`config.mk`:
```
export PLATFORM = sky130hd
export DESIGN_NAME = decode_stage_flat
export DESIGN_NICKNAME = d
export VERILOG_FILES = /design/src/rtl/decode_pkg.sv /design/src/rtl/decode_stage_if.sv /design/src/rtl/decode_stage_imm_gen.sv /design/src/rtl/decode_stage.sv /design/src/flat_wrapper.sv
export SDC_FILE = /design/constraint.sdc
export NUM_CORES = 1
export LEC_CHECK = 0
export ABC_CLOCK_PERIOD_IN_PS = 2350
export BUFFER_PORTS_ARGS = -buffer_cell sky130_fd_sc_hd__buf_2
export CAP_MARGIN = 20
export CORE_AREA = 2 2 164 126
export DETAILED_ROUTE_END_ITERATION = 10
export DIE_AREA = 0 0 166 128
export PLACE_DENSITY = 0.66
export SETUP_SLACK_MARGIN = 0.02
export SYNTH_ARGS = -nofsm -noshare
export SYNTH_HDL_FRONTEND = slang
export SYNTH_SLANG_ARGS = --single-unit
export TNS_END_PERCENT = 50
```
`constraint.sdc`:
```
create_clock -name clk -period 2.35 [get_ports clk]
set_input_delay 0.235 -clock clk [delete_from_list [all_inputs] [get_ports clk]]
set_output_delay 0.235 -clock clk [all_outputs]
set_load 0.005 [all_outputs]
```
`src/rtl/decode_pkg.sv`:
```
// Shared types, opcode constants and the opcode-to-format lookup for the
// RV32I/RV64I decode stage and anything else that needs to classify instructions.
package decode_pkg;

   typedef enum logic [2:0] {
      FMT_R    = 3'd0,
      FMT_I    = 3'd1,
      FMT_S    = 3'd2,
      FMT_B    = 3'd3,
      FMT_U    = 3'd4,
      FMT_J    = 3'd5,
      FMT_NONE = 3'd7
   } fmt_e;

   localparam logic [6:0] OP        = 7'h33;
   localparam logic [6:0] OP_IMM    = 7'h13;
   localparam logic [6:0] LOAD      = 7'h03;
   localparam logic [6:0] STORE     = 7'h23;
   localparam logic [6:0] BRANCH    = 7'h63;
   localparam logic [6:0] JAL       = 7'h6F;
   localparam logic [6:0] JALR      = 7'h67;
   localparam logic [6:0] LUI       = 7'h37;
   localparam logic [6:0] AUIPC     = 7'h17;
   localparam logic [6:0] SYSTEM    = 7'h73;
   localparam logic [6:0] MISC_MEM  = 7'h0F;
   localparam logic [6:0] OP_IMM_32 = 7'h1B;
   localparam logic [6:0] OP_32     = 7'h3B;

   // XLEN-independent part of a decoded bundle; pc and imm are added per instance.
   typedef struct packed {
      logic [6:0] opcode;
      logic [4:0] rd;
      logic [2:0] func3;
      logic [4:0] rs1;
      logic [4:0] rs2;
      logic [6:0] func7;
      fmt_e       fmt;
      logic       illegal;
   } fields_t;

   function automatic fmt_e opcode_fmt(input logic [6:0] op, input logic allow_w);
      fmt_e f;
      case (op)
         OP:                                   f = FMT_R;
         OP_IMM, LOAD, JALR, SYSTEM, MISC_MEM: f = FMT_I;
         STORE:                                f = FMT_S;
         BRANCH:                               f = FMT_B;
         LUI, AUIPC:                           f = FMT_U;
         JAL:                                  f = FMT_J;
         OP_IMM_32:                            f = allow_w ? FMT_I : FMT_NONE;
         OP_32:                                f = allow_w ? FMT_R : FMT_NONE;
         default:                              f = FMT_NONE;
      endcase
      return f;
   endfunction

endpackage

```
`src/rtl/decode_stage_if.sv`:
```
// Fetch-side and execute-side handshake bundle of the decode stage.
// The pipeline around the stage is the master; the stage itself is the slave.
interface decode_stage_if #(
   parameter int XLEN = 32
) ();

   logic                flush;
   logic                in_valid;
   logic                in_ready;
   logic [31:0]         in_instr;
   logic [XLEN-1:0]     in_pc;
   logic                out_valid;
   logic                out_ready;
   logic [XLEN-1:0]     out_pc;
   logic [6:0]          opcode;
   logic [4:0]          rd;
   logic [2:0]          func3;
   logic [4:0]          rs1;
   logic [4:0]          rs2;
   logic [6:0]          func7;
   decode_pkg::fmt_e    fmt;
   logic [XLEN-1:0]     imm;
   logic                illegal;

   modport master (
      output flush, in_valid, in_instr, in_pc, out_ready,
      input  in_ready, out_valid, out_pc, opcode, rd, func3, rs1, rs2, func7, fmt, imm, illegal
   );

   modport slave (
      input  flush, in_valid, in_instr, in_pc, out_ready,
      output in_ready, out_valid, out_pc, opcode, rd, func3, rs1, rs2, func7, fmt, imm, illegal
   );

endinterface

```
`src/rtl/decode_stage_imm_gen.sv`:
```
// Combinational immediate generator: instruction bits + format -> sign-extended immediate.
// Only instr[31:7] carries immediate bits, so the opcode is not part of the port.
module imm_gen
   import decode_pkg::*;
#(
   parameter int XLEN = 32
) (
   input  logic [31:7]     i_instr,
   input  fmt_e            i_fmt,
   output logic [XLEN-1:0] o_imm
);

   logic [31:0] w_imm32;

   always_comb begin
      w_imm32 = '0;
      case (i_fmt)
         FMT_I:   w_imm32 = {{20{i_instr[31]}}, i_instr[31:20]};
         FMT_S:   w_imm32 = {{20{i_instr[31]}}, i_instr[31:25], i_instr[11:7]};
         FMT_B:   w_imm32 = {{19{i_instr[31]}}, i_instr[31], i_instr[7], i_instr[30:25],
                             i_instr[11:8], 1'b0};
         FMT_U:   w_imm32 = {i_instr[31:12], 12'b0};
         FMT_J:   w_imm32 = {{11{i_instr[31]}}, i_instr[31], i_instr[19:12], i_instr[20],
                             i_instr[30:21], 1'b0};
         default: w_imm32 = '0;
      endcase
   end

   // Every format's value is already correct as a signed 32-bit number, so RV64 only widens it.
   if (XLEN == 64) begin : g_xlen64
      assign o_imm = {{32{w_imm32[31]}}, w_imm32};
   end else begin : g_xlen32
      assign o_imm = w_imm32;
   end

endmodule

```
`src/rtl/decode_stage.sv`:
```
// Registered RV32I/RV64I decode stage with a two-entry (main + skid) buffer so that
// in_ready comes straight from a flop and never depends on out_ready.
module decode_stage
   import decode_pkg::*;
#(
   parameter int XLEN        = 32,
   parameter bit ALLOW_RV64W = 1'b0
) (
   input  logic          clk,
   input  logic          rst_n,
   decode_stage_if.slave bus
);

   if (XLEN != 32 && XLEN != 64) begin : g_bad_xlen
      $error("decode_stage: XLEN must be 32 or 64, got %0d", XLEN);
   end
   if (ALLOW_RV64W && XLEN == 32) begin : g_bad_rv64w
      $error("decode_stage: ALLOW_RV64W requires XLEN == 64");
   end

   typedef struct packed {
      logic [XLEN-1:0] pc;
      logic [XLEN-1:0] imm;
      fields_t         f;
   } bundle_t;

   fields_t         w_fields;
   logic [XLEN-1:0] w_imm;
   bundle_t         w_bundle;
   logic            w_push;
   logic            w_pop;
   logic            w_main_free;

   bundle_t         r_main;
   bundle_t         r_skid;
   logic            r_main_valid;
   logic            r_skid_valid;
   logic            r_in_ready;

   always_comb begin
      w_fields.opcode  = bus.in_instr[6:0];
      w_fields.rd      = bus.in_instr[11:7];
      w_fields.func3   = bus.in_instr[14:12];
      w_fields.rs1     = bus.in_instr[19:15];
      w_fields.rs2     = bus.in_instr[24:20];
      w_fields.func7   = bus.in_instr[31:25];
      w_fields.fmt     = opcode_fmt(bus.in_instr[6:0], ALLOW_RV64W);
      w_fields.illegal = (w_fields.fmt == FMT_NONE) || (bus.in_instr[1:0] != 2'b11);
   end

   imm_gen #(
      .XLEN (XLEN)
   ) u_imm_gen (
      .i_instr (bus.in_instr[31:7]),
      .i_fmt   (w_fields.fmt),
      .o_imm   (w_imm)
   );

   assign w_bundle    = {bus.in_pc, w_imm, w_fields};
   assign w_push      = bus.in_valid && r_in_ready;
   assign w_pop       = r_main_valid && bus.out_ready;
   assign w_main_free = !r_main_valid || w_pop;

   // Skid can only hold data while main is full, so a draining main always refills from skid first.
   always_ff @(posedge clk or negedge rst_n) begin
      if (!rst_n) begin
         r_main       <= '0;
         r_skid       <= '0;
         r_main_valid <= 1'b0;
         r_skid_valid <= 1'b0;
         r_in_ready   <= 1'b1;
      end else if (bus.flush) begin
         r_main_valid <= 1'b0;
         r_skid_valid <= 1'b0;
         r_in_ready   <= 1'b1;
      end else if (w_main_free) begin
         if (r_skid_valid) begin
            r_main       <= r_skid;
            r_main_valid <= 1'b1;
            r_skid_valid <= 1'b0;
            r_in_ready   <= 1'b1;
         end else if (w_push) begin
            r_main       <= w_bundle;
            r_main_valid <= 1'b1;
         end else begin
            r_main_valid <= 1'b0;
         end
      end else if (w_push) begin
         r_skid       <= w_bundle;
         r_skid_valid <= 1'b1;
         r_in_ready   <= 1'b0;
      end
   end

   assign bus.in_ready  = r_in_ready;
   assign bus.out_valid = r_main_valid;
   assign bus.out_pc    = r_main.pc;
   assign bus.imm       = r_main.imm;
   assign bus.opcode    = r_main.f.opcode;
   assign bus.rd        = r_main.f.rd;
   assign bus.func3     = r_main.f.func3;
   assign bus.rs1       = r_main.f.rs1;
   assign bus.rs2       = r_main.f.rs2;
   assign bus.func7     = r_main.f.func7;
   assign bus.fmt       = r_main.f.fmt;
   assign bus.illegal   = r_main.f.illegal;

endmodule

```
`src/flat_wrapper.sv`:
```
// flat-port wrapper written by rule: the top's interface ports become plain ports
module decode_stage_flat import decode_pkg::*;
#(
   parameter int XLEN        = 32,
   parameter bit ALLOW_RV64W = 1'b0
)
  (clk, rst_n, bus_flush, bus_in_valid, bus_in_instr, bus_in_pc, bus_out_ready, bus_in_ready, bus_out_valid, bus_out_pc, bus_opcode, bus_rd, bus_func3, bus_rs1, bus_rs2, bus_func7, bus_fmt, bus_imm, bus_illegal);
  decode_stage_if #(.XLEN(XLEN)) bus_i ();
  input  logic clk;
  input  logic rst_n;
  input wire logic [$bits(bus_i.flush)-1:0] bus_flush;
  input wire logic [$bits(bus_i.in_valid)-1:0] bus_in_valid;
  input wire logic [$bits(bus_i.in_instr)-1:0] bus_in_instr;
  input wire logic [$bits(bus_i.in_pc)-1:0] bus_in_pc;
  input wire logic [$bits(bus_i.out_ready)-1:0] bus_out_ready;
  output wire logic [$bits(bus_i.in_ready)-1:0] bus_in_ready;
  output wire logic [$bits(bus_i.out_valid)-1:0] bus_out_valid;
  output wire logic [$bits(bus_i.out_pc)-1:0] bus_out_pc;
  output wire logic [$bits(bus_i.opcode)-1:0] bus_opcode;
  output wire logic [$bits(bus_i.rd)-1:0] bus_rd;
  output wire logic [$bits(bus_i.func3)-1:0] bus_func3;
  output wire logic [$bits(bus_i.rs1)-1:0] bus_rs1;
  output wire logic [$bits(bus_i.rs2)-1:0] bus_rs2;
  output wire logic [$bits(bus_i.func7)-1:0] bus_func7;
  output wire logic [$bits(bus_i.fmt)-1:0] bus_fmt;
  output wire logic [$bits(bus_i.imm)-1:0] bus_imm;
  output wire logic [$bits(bus_i.illegal)-1:0] bus_illegal;
  assign bus_i.flush = bus_flush;
  assign bus_i.in_valid = bus_in_valid;
  assign bus_i.in_instr = bus_in_instr;
  assign bus_i.in_pc = bus_in_pc;
  assign bus_i.out_ready = bus_out_ready;
  assign bus_in_ready = bus_i.in_ready;
  assign bus_out_valid = bus_i.out_valid;
  assign bus_out_pc = bus_i.out_pc;
  assign bus_opcode = bus_i.opcode;
  assign bus_rd = bus_i.rd;
  assign bus_func3 = bus_i.func3;
  assign bus_rs1 = bus_i.rs1;
  assign bus_rs2 = bus_i.rs2;
  assign bus_func7 = bus_i.func7;
  assign bus_fmt = bus_i.fmt;
  assign bus_imm = bus_i.imm;
  assign bus_illegal = bus_i.illegal;
  decode_stage #(.XLEN(XLEN), .ALLOW_RV64W(ALLOW_RV64W)) u_core (.clk(clk), .rst_n(rst_n), .bus(bus_i));
endmodule
```
==> run summary, run 1 <==
Summed over all cells, the static leakage comes to 5.39 nW. For the number of antenna violations at the first check in global routing, the log shows 0. The flip-flop and latch count after synthesis was 203. The timing-limited maximum frequency is 520 MHz.

The kind of start point of the critical path is a flop. The fraction of layout instances using a drive strength above 1 is 0.207, and the max-capacitance violation count is 0. The setup fix buffers added after clock tree synthesis is 0. In this run the mean area of a mapped cell was 9.34 um2. Category of the most critical setup path: reg2reg.

The die is 166 um wide. After clock tree synthesis, the clock-pin slew on the worst setup and hold paths is 0.05 ns. The filler cells instantiated in the layout total 1735. The routed layout has 7436 vias.

The number of buffers added on ports was 170. The run gives 0 as the detailed-route DRC error count. The transition time at the pin with the least slew margin was 0.897 ns; the first-pass GRT wire length was 37700 um.

The overall die area is 21200 um2, and the clock tree skew after final layout is 0.0122 ns. For the H-tree depth, the log shows 1. Along the worst path, the maximum fanout reaches 102.

The final layout contains 1228 nets. The logs give 0 for the count of final max-slew check failures and 0.402 for the worst relative slew slack. Once detail routing completed, the nets flagged for antenna violations numbered 0. The part of the cycle the worst path needs is 0.819, and the global-route total usage across every layer is 0.217. The initial core utilization is 0.459, and the layout overhead on the synthesized area is 24.9%.

The detailed-routing iteration count for the pre-antenna-repair pass came out at 5. The part of the Yosys area used for sequential elements is 0.561. The run gives 0 as the synthesis warning total. The number of nets handed over by synthesis was 1039. In this run the cell area of the synthesized design comes to 9060 um2. At the end of routability-driven placement, the weighted congestion stood at 0.846. In the final layout, flip-flops and latches occupy 5080 um2. The number of vias per cell after detailed routing was 5.20; the wire length after detailed routing was 23100 um. Entering global routing, the biggest net connects 103 pins.

Summing all multi-input logic gate instances after layout gives 3630 um2. Clock tree synthesis found a total of 203 sinks. The final number of hold-violating endpoints came out at 0. The setup TNS came out at 0 ns. The areal power density over the cells was 835 nW/um2; the initial DRC count was 590. Data on the critical path is required at its endpoint by 2.69 ns.

After synthesis, the netlist uses 47 different library cells. TritonCTS built the clock tree. The maximum count of clock buffers along a single path was 3. The run gives 2.27 ns as the data arrival at the endpoint of the critical path. The number of global-route vias before repair was 7191.

Setup repair after global routing left no endpoint under its margin. In the final routed layout, each cell accounts on average for 16.2 um. The HPWL after detailed placement is 14600 um. The logs give 0 for the overall overflow remaining after global route and 0 for the count of final setup violators. The cell sitting at the root of the clock tree is a sky130_fd_sc_hd__clkbuf_16. After floorplanning, the core was sized to cover 19800 um2. The path class of the tightest hold or removal check is in2reg. 0 antenna diodes ended up in the layout. The run finished with clean final reports.

In this run the core area contains 45 standard-cell rows. In this run the vertical extent of the chip is 128 um. Clock latency on the worst-skew pair, taken at its later pin, is 0.50 ns. Pin placement for this block handled 171 I/O pins. The smallest clock period supported by the final layout is computed as 1.92 ns. OpenSTA, run right after detailed placement, puts the worst setup slack at 0.405 ns. Across the VDD grid, the largest voltage drop is 0.453 mV. In the synthesized netlist, the number of instances is 970. After layout, the worst setup slack is 0.426 ns. The run gives 22 as the number of CTS-inserted buffers. STA classifies the critical path endpoint as a flop.
==> critical path, cell delays in order (launching register included) <==
cell and delay (ns):
sky130_fd_sc_hd__dfrtp_4 0.49, sky130_fd_sc_hd__a21oi_2 0.19, sky130_fd_sc_hd__or3_4 0.47, sky130_fd_sc_hd__buf_12 0.41, sky130_fd_sc_hd__o21ai_0 0.18
==> state kept, by name, indices dropped and copies added, names as in the netlist, 3 cells and up <==
name / count
u_core.bus.rs2: 5
u_core.bus.rd: 5
u_core.bus.opcode: 7
u_core.bus.imm: 32
u_core.bus.out_pc: 32
u_core.r_skid: 100
u_core.bus.rs1: 5
u_core.bus.func3: 3
u_core.bus.fmt: 3
u_core.bus.func7: 7
==> what timing repair did <==
item,in CTS,in global routing
endpoints found under the hold margin,105,0
hold buffers,49,0
resized for setup,0,0
==> Yosys cell counts, drive strengths merged <==
library cell | number | share of area
nand2 | 326 | 0.14
a41oi | 4 | 0.0039
and4b | 2 | 0.0022
nor3b | 1 | 0.0014
o21a | 1 | 0.00083
and3b | 1 | 0.00097
xnor2 | 1 | 0.00097
nand3b | 2 | 0.0017
dfstp | 1 | 0.0029
o22ai | 1 | 0.00069
a2bb2oi | 1 | 0.00097
and2 | 3 | 0.0021
nor4 | 1 | 0.00069
nand2b | 4 | 0.0028
o211a | 2 | 0.0022
nand3 | 15 | 0.0083
a2111oi | 2 | 0.0047
or3 | 6 | 0.0041
o21ai | 124 | 0.068
and2b | 1 | 0.00083
and4bb | 1 | 0.0014
o211ai | 4 | 0.0033
nor2 | 34 | 0.014
buf | 41 | 0.027
nor2b | 2 | 0.0014
a211oi | 1 | 0.00083
a21oi | 56 | 0.038
o21bai | 1 | 0.0021
nor3 | 7 | 0.0044
a31oi | 8 | 0.0055
a221oi | 8 | 0.0077
o31ai | 1 | 0.00083
mux2i | 64 | 0.071
or3b | 1 | 0.00097
clkbuf | 30 | 0.012
and3 | 6 | 0.0041
dfrtp | 202 | 0.56
o311a | 1 | 0.0011
inv | 3 | 0.0012
==> final timing paths <==
path	from	to	slack [ns]	cells after the start
max	u_core.r_skid_valid$_DFFE_PN0P_	u_core.bus.out_pc[17]$_DFFE_PN0P_	0.43	4
max in group asynchronous	rst_n	u_core.r_skid[64]$_DFFE_PN0P_	1.41	3
min reg2reg	u_core.r_skid[76]$_DFFE_PN0P_	u_core.r_skid[76]$_DFFE_PN0P_	0.47	2
max reg2reg	u_core.r_skid_valid$_DFFE_PN0P_	u_core.bus.out_pc[17]$_DFFE_PN0P_	0.43	4
min	bus_in_instr[23]	u_core.r_skid[14]$_DFFE_PN0P_	0.02	3
min in group asynchronous	rst_n	u_core.bus.out_pc[28]$_DFFE_PN0P_	0.28	2
==> final cells by class <==
| cell class | instances | area share |
|---|---|---|
| sequential | 203 | 0.449 |
| multi-input combinational | 693 | 0.321 |
| timing repair buffer | 236 | 0.137 |
| clock buffer | 33 | 0.0568 |
| tap | 258 | 0.0285 |
| clock inverter | 3 | 0.00575 |
| inverter | 3 | 0.000995 |
==> routing by layer <==
metal  global-route usage  share of wire
met4               0.0578          0.022
met5                    0              0
met3               0.0389          0.055
met1                0.319           0.48
met2                0.333           0.44
==> report_power, final <==
group	switching, W	total (W)	internal, W
clock	0.00134	0.00344	0.00209
sequential	0.000364	0.00454	0.00418
combinational	0.000808	0.00147	0.000665
==> layout by cell type (no fill, tap or decap), types with 13 or more instances in the layout <==
master | netlist | routed
sky130_fd_sc_hd__o21ai_0 | 94 | 94
sky130_fd_sc_hd__buf_2 | 30 | 169
sky130_fd_sc_hd__nand2_1 | 326 | 326
sky130_fd_sc_hd__nor2_1 | 34 | 34
sky130_fd_sc_hd__dlygate4sd3_1 | 0 | 49
sky130_fd_sc_hd__a21oi_2 | 13 | 13
sky130_fd_sc_hd__mux2i_1 | 64 | 64
sky130_fd_sc_hd__nand3_1 | 15 | 15
sky130_fd_sc_hd__a21oi_1 | 42 | 42
sky130_fd_sc_hd__o21ai_1 | 30 | 30
sky130_fd_sc_hd__clkbuf_16 | 0 | 23
sky130_fd_sc_hd__dfrtp_1 | 202 | 201
==> through the flow <==
step | power (W) | hold WS, ns | utilization | cells | instance area, um2
global route | 0.00998 | 0.0191 | 0.573 | 1429 | 11300
global placement | 0.00596 | 0.252 | 0.512 | 1344 | 10100
finish | 0.00945 | 0.0163 | 0.573 | 1429 | 11300
CTS | 0.00956 | 0.000241 | 0.573 | 1429 | 11300
floorplan | 0.00532 | -0.0606 | - | 970 | 9060
detailed placement | 0.00603 | 0.250 | 0.512 | 1344 | 10100
==> logic make-up (layout without fill, tap and decap cells) <==
group | count (synthesis) | after routing | synth area share
AOI/OAI and AO/OA | 215 | 215 | 0.141
muxes | 64 | 64 | 0.0707
buffers and inverters | 74 | 275 | 0.0406
xor gates and xnor gates | 1 | 1 | 0.000967
and+or+nand+nor | 413 | 413 | 0.186
DFF | 203 | 203 | 0.561
Power figures use the tool's default switching activity.
==> run 2, diff against run 1 <==
ABC_CLOCK_PERIOD_IN_PS = 1700   (was 2350)
PLACE_DENSITY = 0.69   (was 0.66)
clock period = 1.7 ns   (was 2.35 ns; I/O delays follow)
==> run summary, run 2 (synthesis gave the netlist of run 1 again) <==
The flow ran to the end, and the final reports show no timing, DRC or antenna violations. Routability-driven placement finished with a final weighted congestion of 0.909. The count of nets left with antenna violations once routing finished came out at 0. The wire length on met2 was 11100 um; the detailed-route DRC error count was 0. The worst setup path is launched from a flop. At the worst endpoint, the required time is 2.05 ns. Across all layers, the routed design uses 7676 vias. Maximum cell stage delay along the critical path: 0.58 ns. The run gives 0 as the number of antenna violations at the first check in global routing.

The insertion delay of the later-clocked pin in the worst-skew pair was 0.49 ns. From left edge to right edge, the die measures 166 um. Hold timing on the final database bottoms out at a slack of 0.0688 ns. Routed wire length on met3: 1810 um. The final number of hold-violating endpoints is 0, and the overall die area is 21200 um2. The floorplan has 45 rows. Setup violations remaining at the end of the flow were counted as 0.

IR analysis of the VDD net gives a maximum drop of 0.658 mV. The tree built by TritonCTS fans out to 203 sinks. Dividing total power by cell area gives a power density of 1090 nW/um2. The count of final max-slew check failures is 0. Across the run, the number of max-cap violations was 0. Final core area utilization: 0.599. The number of global-route vias before repair came out at 7454. The clock passes through at most 3 buffers.

The library cells used most frequently in the layout, excluding fill and tap cells, are sky130_fd_sc_hd__nand2_1 (326), sky130_fd_sc_hd__dfrtp_1 (201), sky130_fd_sc_hd__buf_2 (169), sky130_fd_sc_hd__o21ai_0 (89). For the final database, setup skew stands at 0.00638 ns. For the first-pass GRT wire length, the log shows 38800 um. TritonCTS built the clock tree. The tools report the H-tree depth as 1.

The clock-pin slew of the registers on the worst-case setup and hold paths was 0.06 ns; the shortest period the worst path allows was 1.70 ns. The part of the cycle the worst path needs is 0.999, and the initial core utilization is 0.459. The worst-path cell with the longest stage delay was sky130_fd_sc_hd__dfstp_2. The signal on the critical path passes through a21oi_4, or3_4, or3_1, o21ai_1, a41oi_1. The core region area is 19800 um2, and the timing-limited maximum frequency is 589 MHz. The number of buffers added on ports works out to 170.

Summed over all layers, the global routing overflow is 0. The tree is rooted in a sky130_fd_sc_hd__clkbuf_16. Post-detailed-route wirelength per cell: 16.7 um. Leaving out fill and tap cells, the most frequent cell in the layout is sky130_fd_sc_hd__nand2_1. Summed over all layers, the routed wires come to 24500 um. Entering global routing, the biggest net connects 89 pins. Buffers inserted during clock tree synthesis total 21. For the worst relative slew slack, the log shows 0.702. The transition time at the pin with the least slew margin was 0.446 ns.

The fraction of layout instances using a drive strength above 1 is 0.231, and the maximum fanout encountered on the critical timing path is 5. The run gives 0.223 as the global-route total usage across every layer. The run gives 171 as the I/O pin count. The category of the most critical setup path is reg2reg. At the worst endpoint, the arrival time is 2.05 ns. The worst min-delay path class was in2reg.

The detailed router used layers up to and including met4. After the last flow step, the layout net total stands at 1271. The number of antenna repair diodes was 0. The number of vias per cell after detailed routing was 5.21. The number of flip-flops under the largest register name is 100.

Setup repair after global routing could not meet its margin everywhere. The first TritonRoute pass finished after 5 iterations. For this design the static power due to leakage is 5.62 nW. From synthesis to final layout, the design area changed by 30.6%.

The die is 128 um tall. The worst setup path is captured at a flop. Counting flops per register, the top entry is u_core.r_skid. For this block, wires on met1 add up to 11200 um.

For the initial DRC count, the log shows 496. The wire-length estimate of the detail-placed layout is 15200 um.
[run 2: power by group]
group	switching, W	internal (W)	leakage, nW
Combinational	0.00117	0.00101	2.74
Clock	0.00186	0.00261	0.321
Sequential	0.000501	0.00578	2.56
[run 2: layout make-up]
type | instances | area (um2)
fill | 1690 | 7930
sequential | 203 | 5080
multi-input combinational | 694 | 3710
timing repair buffer | 279 | 2060
clock buffer | 28 | 562
tap | 258 | 323
clock inverter | 7 | 85.1
inverter | 3 | 11.3
[run 2: worst max-delay path, delay by kind of cell (launching register included)]
kind / cells / cell delay [ns]
compound gates: 3 / 0.23
flops: 1 / 0.58
simple gates: 2 / 0.76
[run 2: stage by stage]
step           setup TNS [ns]  std cells  setup slack [ns]  instance area [um2]  total power (W)
5_1_grt                -0.223       1472           -0.0659                11800           0.0136
3_5_place_dp                0       1364            0.0289                10300          0.00837
2_1_floorplan               0        970            0.0467                 9060          0.00735
4_1_cts                     0       1463            0.0179                11600           0.0130
6_report                    0       1472           0.00114                11800           0.0129
3_3_place_gp                0       1364            0.0325                10300          0.00828
[run 2: final timing paths]
kind	slack [ns]	end	from	cells after the start
setup / recovery	0.001	u_core.bus.imm[1]$_DFFE_PN0P_	u_core.bus.in_ready$_DFFE_PN1P_	5
hold / removal	0.07	u_core.bus.in_ready$_DFFE_PN1P_	bus_in_valid	4
setup reg to reg	0.001	u_core.bus.imm[1]$_DFFE_PN0P_	u_core.bus.in_ready$_DFFE_PN1P_	5
hold reg to reg	0.47	u_core.r_skid[0]$_DFFE_PN0P_	u_core.r_skid[0]$_DFFE_PN0P_	2
max in group asynchronous	1.03	u_core.bus.in_ready$_DFFE_PN1P_	rst_n	3
min in group asynchronous	0.11	u_core.bus.out_pc[29]$_DFFE_PN0P_	rst_n	2
[run 2: what timing repair did]
item,4_1_cts,5_1_grt
setup buffers,0,4
gates cloned,0,5
hold buffers,64,0
pin swaps,0,5
setup endpoints to repair,3,109
hold endpoints to repair,321,0
resized for setup,1,29
[run 2: routing by layer]
metal | up-vias | GRT usage
met1 | 3678 | 0.307
met2 | 238 | 0.358
met4 | 0 | 0.0537
li1 | 3726 | -
met5 | - | 0
met3 | 34 | 0.0571
==> run 3, diff against run 2 <==
PLACE_DENSITY = 0.71   (was 0.69)
==> run summary, run 3 (synthesis gave the netlist of run 1 again) <==
The I/O pin count is 171. The first global-routing pass estimated 39100 um of wire. After clock tree synthesis, the clock-pin slew on the worst setup and hold paths is 0.06 ns. The kind of start point of the critical path was a flop. Counting along the longest clock path gives a buffer depth of 3.

The count of final max-slew check failures is 0. IR analysis of the VDD net gives a maximum drop of 0.625 mV. The number of standard-cell rows in the floorplan is 45. Once detail routing completed, the nets flagged for antenna violations numbered 0. For the filler cell count in the final layout, the log shows 1691.

The run gives 5 as the detailed-routing iteration count for the pre-antenna-repair pass. The number of antenna repair diodes is 0. The logs give 0 for the count of final setup violators and 7507 for the number of global-route vias before repair. After detailed routing, the number of remaining DRC violations is 0.

The wire length on met2 is 11300 um, and the H-tree depth is 1. The flow ran to the end, and the final reports show no timing, DRC or antenna violations. The run gives 7784 as the total number of vias. The nature of the critical path endpoint was a flop. Uppermost layer routed: met4. Dividing the detail-routed wire length by the instance count gives 16.7 um. The die covers 21200 um2. In this run, CTS created clock tree buffers numbering 22.

The initial core utilization is 0.459, and the initial DRC count is 482. Of all nets on the critical path, the largest fanout is 11. Summed over all layers, the global routing overflow is 0. During placement, the flow inserted port buffers numbering 170. For the worst relative slew slack, the log shows 0.536. Setup repair after global routing could not meet its margin everywhere. The global-route total usage across every layer was 0.226; the areal power density over the cells was 1110 nW/um2. For this design, the sink count on the clock tree is 203. The worst hold path passes through 4 cells. The endpoint required time on the critical path came out at 2.06 ns. The final weighted congestion in routability-driven placement was 0.867; the number of vias per cell after detailed routing was 5.26.

The fraction of layout instances using a drive strength above 1 is 0.240, and the max-capacitance violation count is 0. TritonCTS built the clock tree. The die is 166 um wide. Entering global routing, the biggest net connects 65 pins. The layout overhead on the synthesized area is 31.8%. Worst-case reg-to-reg path depth: 5. More flip-flops sit in one register than any other, and that register is u_core.r_skid. The library cell used as clock root buffer is sky130_fd_sc_hd__clkbuf_16. The library cells used most frequently in the layout, excluding fill and tap cells, are sky130_fd_sc_hd__nand2_1 (320), sky130_fd_sc_hd__dfrtp_1 (201), sky130_fd_sc_hd__buf_2 (169), sky130_fd_sc_hd__o21ai_0 (93). In this run, placement finished with an instance count of 1373. For this run, the top clock speed supported by timing is 591 MHz. The tightest min-delay check is of the in2reg type.

The register with the most flip-flops in the layout has 100 of them. The insertion delay of the later-clocked pin in the worst-skew pair was 0.51 ns. The wire length after detailed routing was 24700 um; the part of the cycle the worst path needs was 0.995. On the final layout, the worst clock skew is 0.00635 ns.

Summed over all cells, the static leakage comes to 5.69 nW. Shortest period the worst path allows: 1.69 ns. The library cell used most frequently in the layout, excluding fill and tap cells, is sky130_fd_sc_hd__nand2_1. Number of antenna violations at the first check in global routing: 0. The category of the most critical setup path was reg2reg. In the final layout, the multi-input gates occupy 3670 um2.

The detailed router put a total of 11500 um of wire on met1. The final-stage net count came out at 1278. The tools report the HPWL after detailed placement as 15600 um.

Post-route non-filler standard cell count: 1480. The core region is 19800 um2. The transition time at the pin with the least slew margin is 0.696 ns, and the vertical extent of the die is 128 um.

Data arrives at the worst endpoint at 2.06 ns. The area of all sequential standard cells came out at 5080 um2. For the worst slack on hold paths, the log shows 0.0554 ns. The routed wire length on met3 was 1450 um. The final number of hold-violating endpoints is 0.
-- run 3: report_power, final --
part           internal [W]  switching [W]  total, W
combinational       0.00102        0.00118   0.00220
clock               0.00289        0.00193   0.00483
sequential          0.00578       0.000507   0.00629
total               0.00969        0.00362    0.0133
-- run 3: metal layers --
metal	global-route usage	up-vias
met5	0	-
met4	0.0547	0
met3	0.0460	34
met2	0.361	222
met1	0.320	3791
li1	-	3737
-- run 3: through the flow --
stage / power, W / utilization / TNS (ns) / instance area [um2] / setup WS (ns)
2_1_floorplan: 0.00735 / - / 0 / 9060 / 0.0467
4_1_cts: 0.0134 / 0.596 / 0 / 11800 / 0.00470
3_3_place_gp: 0.00829 / 0.527 / -0.167 / 10400 / -0.0352
6_report: 0.0133 / 0.604 / 0 / 11900 / 0.00809
3_5_place_dp: 0.00840 / 0.527 / -0.728 / 10400 / -0.0995
5_1_grt: 0.0140 / 0.604 / -0.262 / 11900 / -0.0424
-- run 3: timing repair --
action | in CTS | in global routing
hold endpoints to repair | 306 | 0
gates cloned | 0 | 2
buffers inserted | 0 | 4
setup endpoints to repair | 30 | 72
resized for setup | 1 | 22
pin swaps | 0 | 3
hold buffers | 64 | 0
-- run 3: worst paths after layout --
path,startpoint,end,slack [ns]
min in group asynchronous,rst_n,u_core.bus.out_pc[26]$_DFFE_PN0P_,0.15
max,u_core.bus.in_ready$_DFFE_PN1P_,u_core.bus.imm[3]$_DFFE_PN0P_,0.008
min,bus_in_instr[5],u_core.r_skid[34]$_DFFE_PN0P_,0.06
max in group asynchronous,rst_n,u_core.bus.imm[28]$_DFFE_PN0P_,0.90
min reg2reg,u_core.bus.func3[0]$_DFFE_PN0P_,u_core.bus.func3[0]$_DFFE_PN0P_,0.47
max reg2reg,u_core.bus.in_ready$_DFFE_PN1P_,u_core.bus.imm[3]$_DFFE_PN0P_,0.008
-- run 3: critical path, stage by stage, from the launching register on --
cell	delay, ns
sky130_fd_sc_hd__dfstp_2	0.55
sky130_fd_sc_hd__a21oi_2	0.06
sky130_fd_sc_hd__or3_4	0.45
sky130_fd_sc_hd__or3_1	0.34
sky130_fd_sc_hd__o21ai_0	0.08
sky130_fd_sc_hd__a41oi_1	0.07
-- run 3: layout make-up --
class,instances,share of cell area
clock buffers,30,0.0529
clock inverters,7,0.00733
inverters,3,0.000943
multi-input cells,693,0.308
flip-flops and latches,203,0.426
well taps,258,0.0270
repair buffers,286,0.178
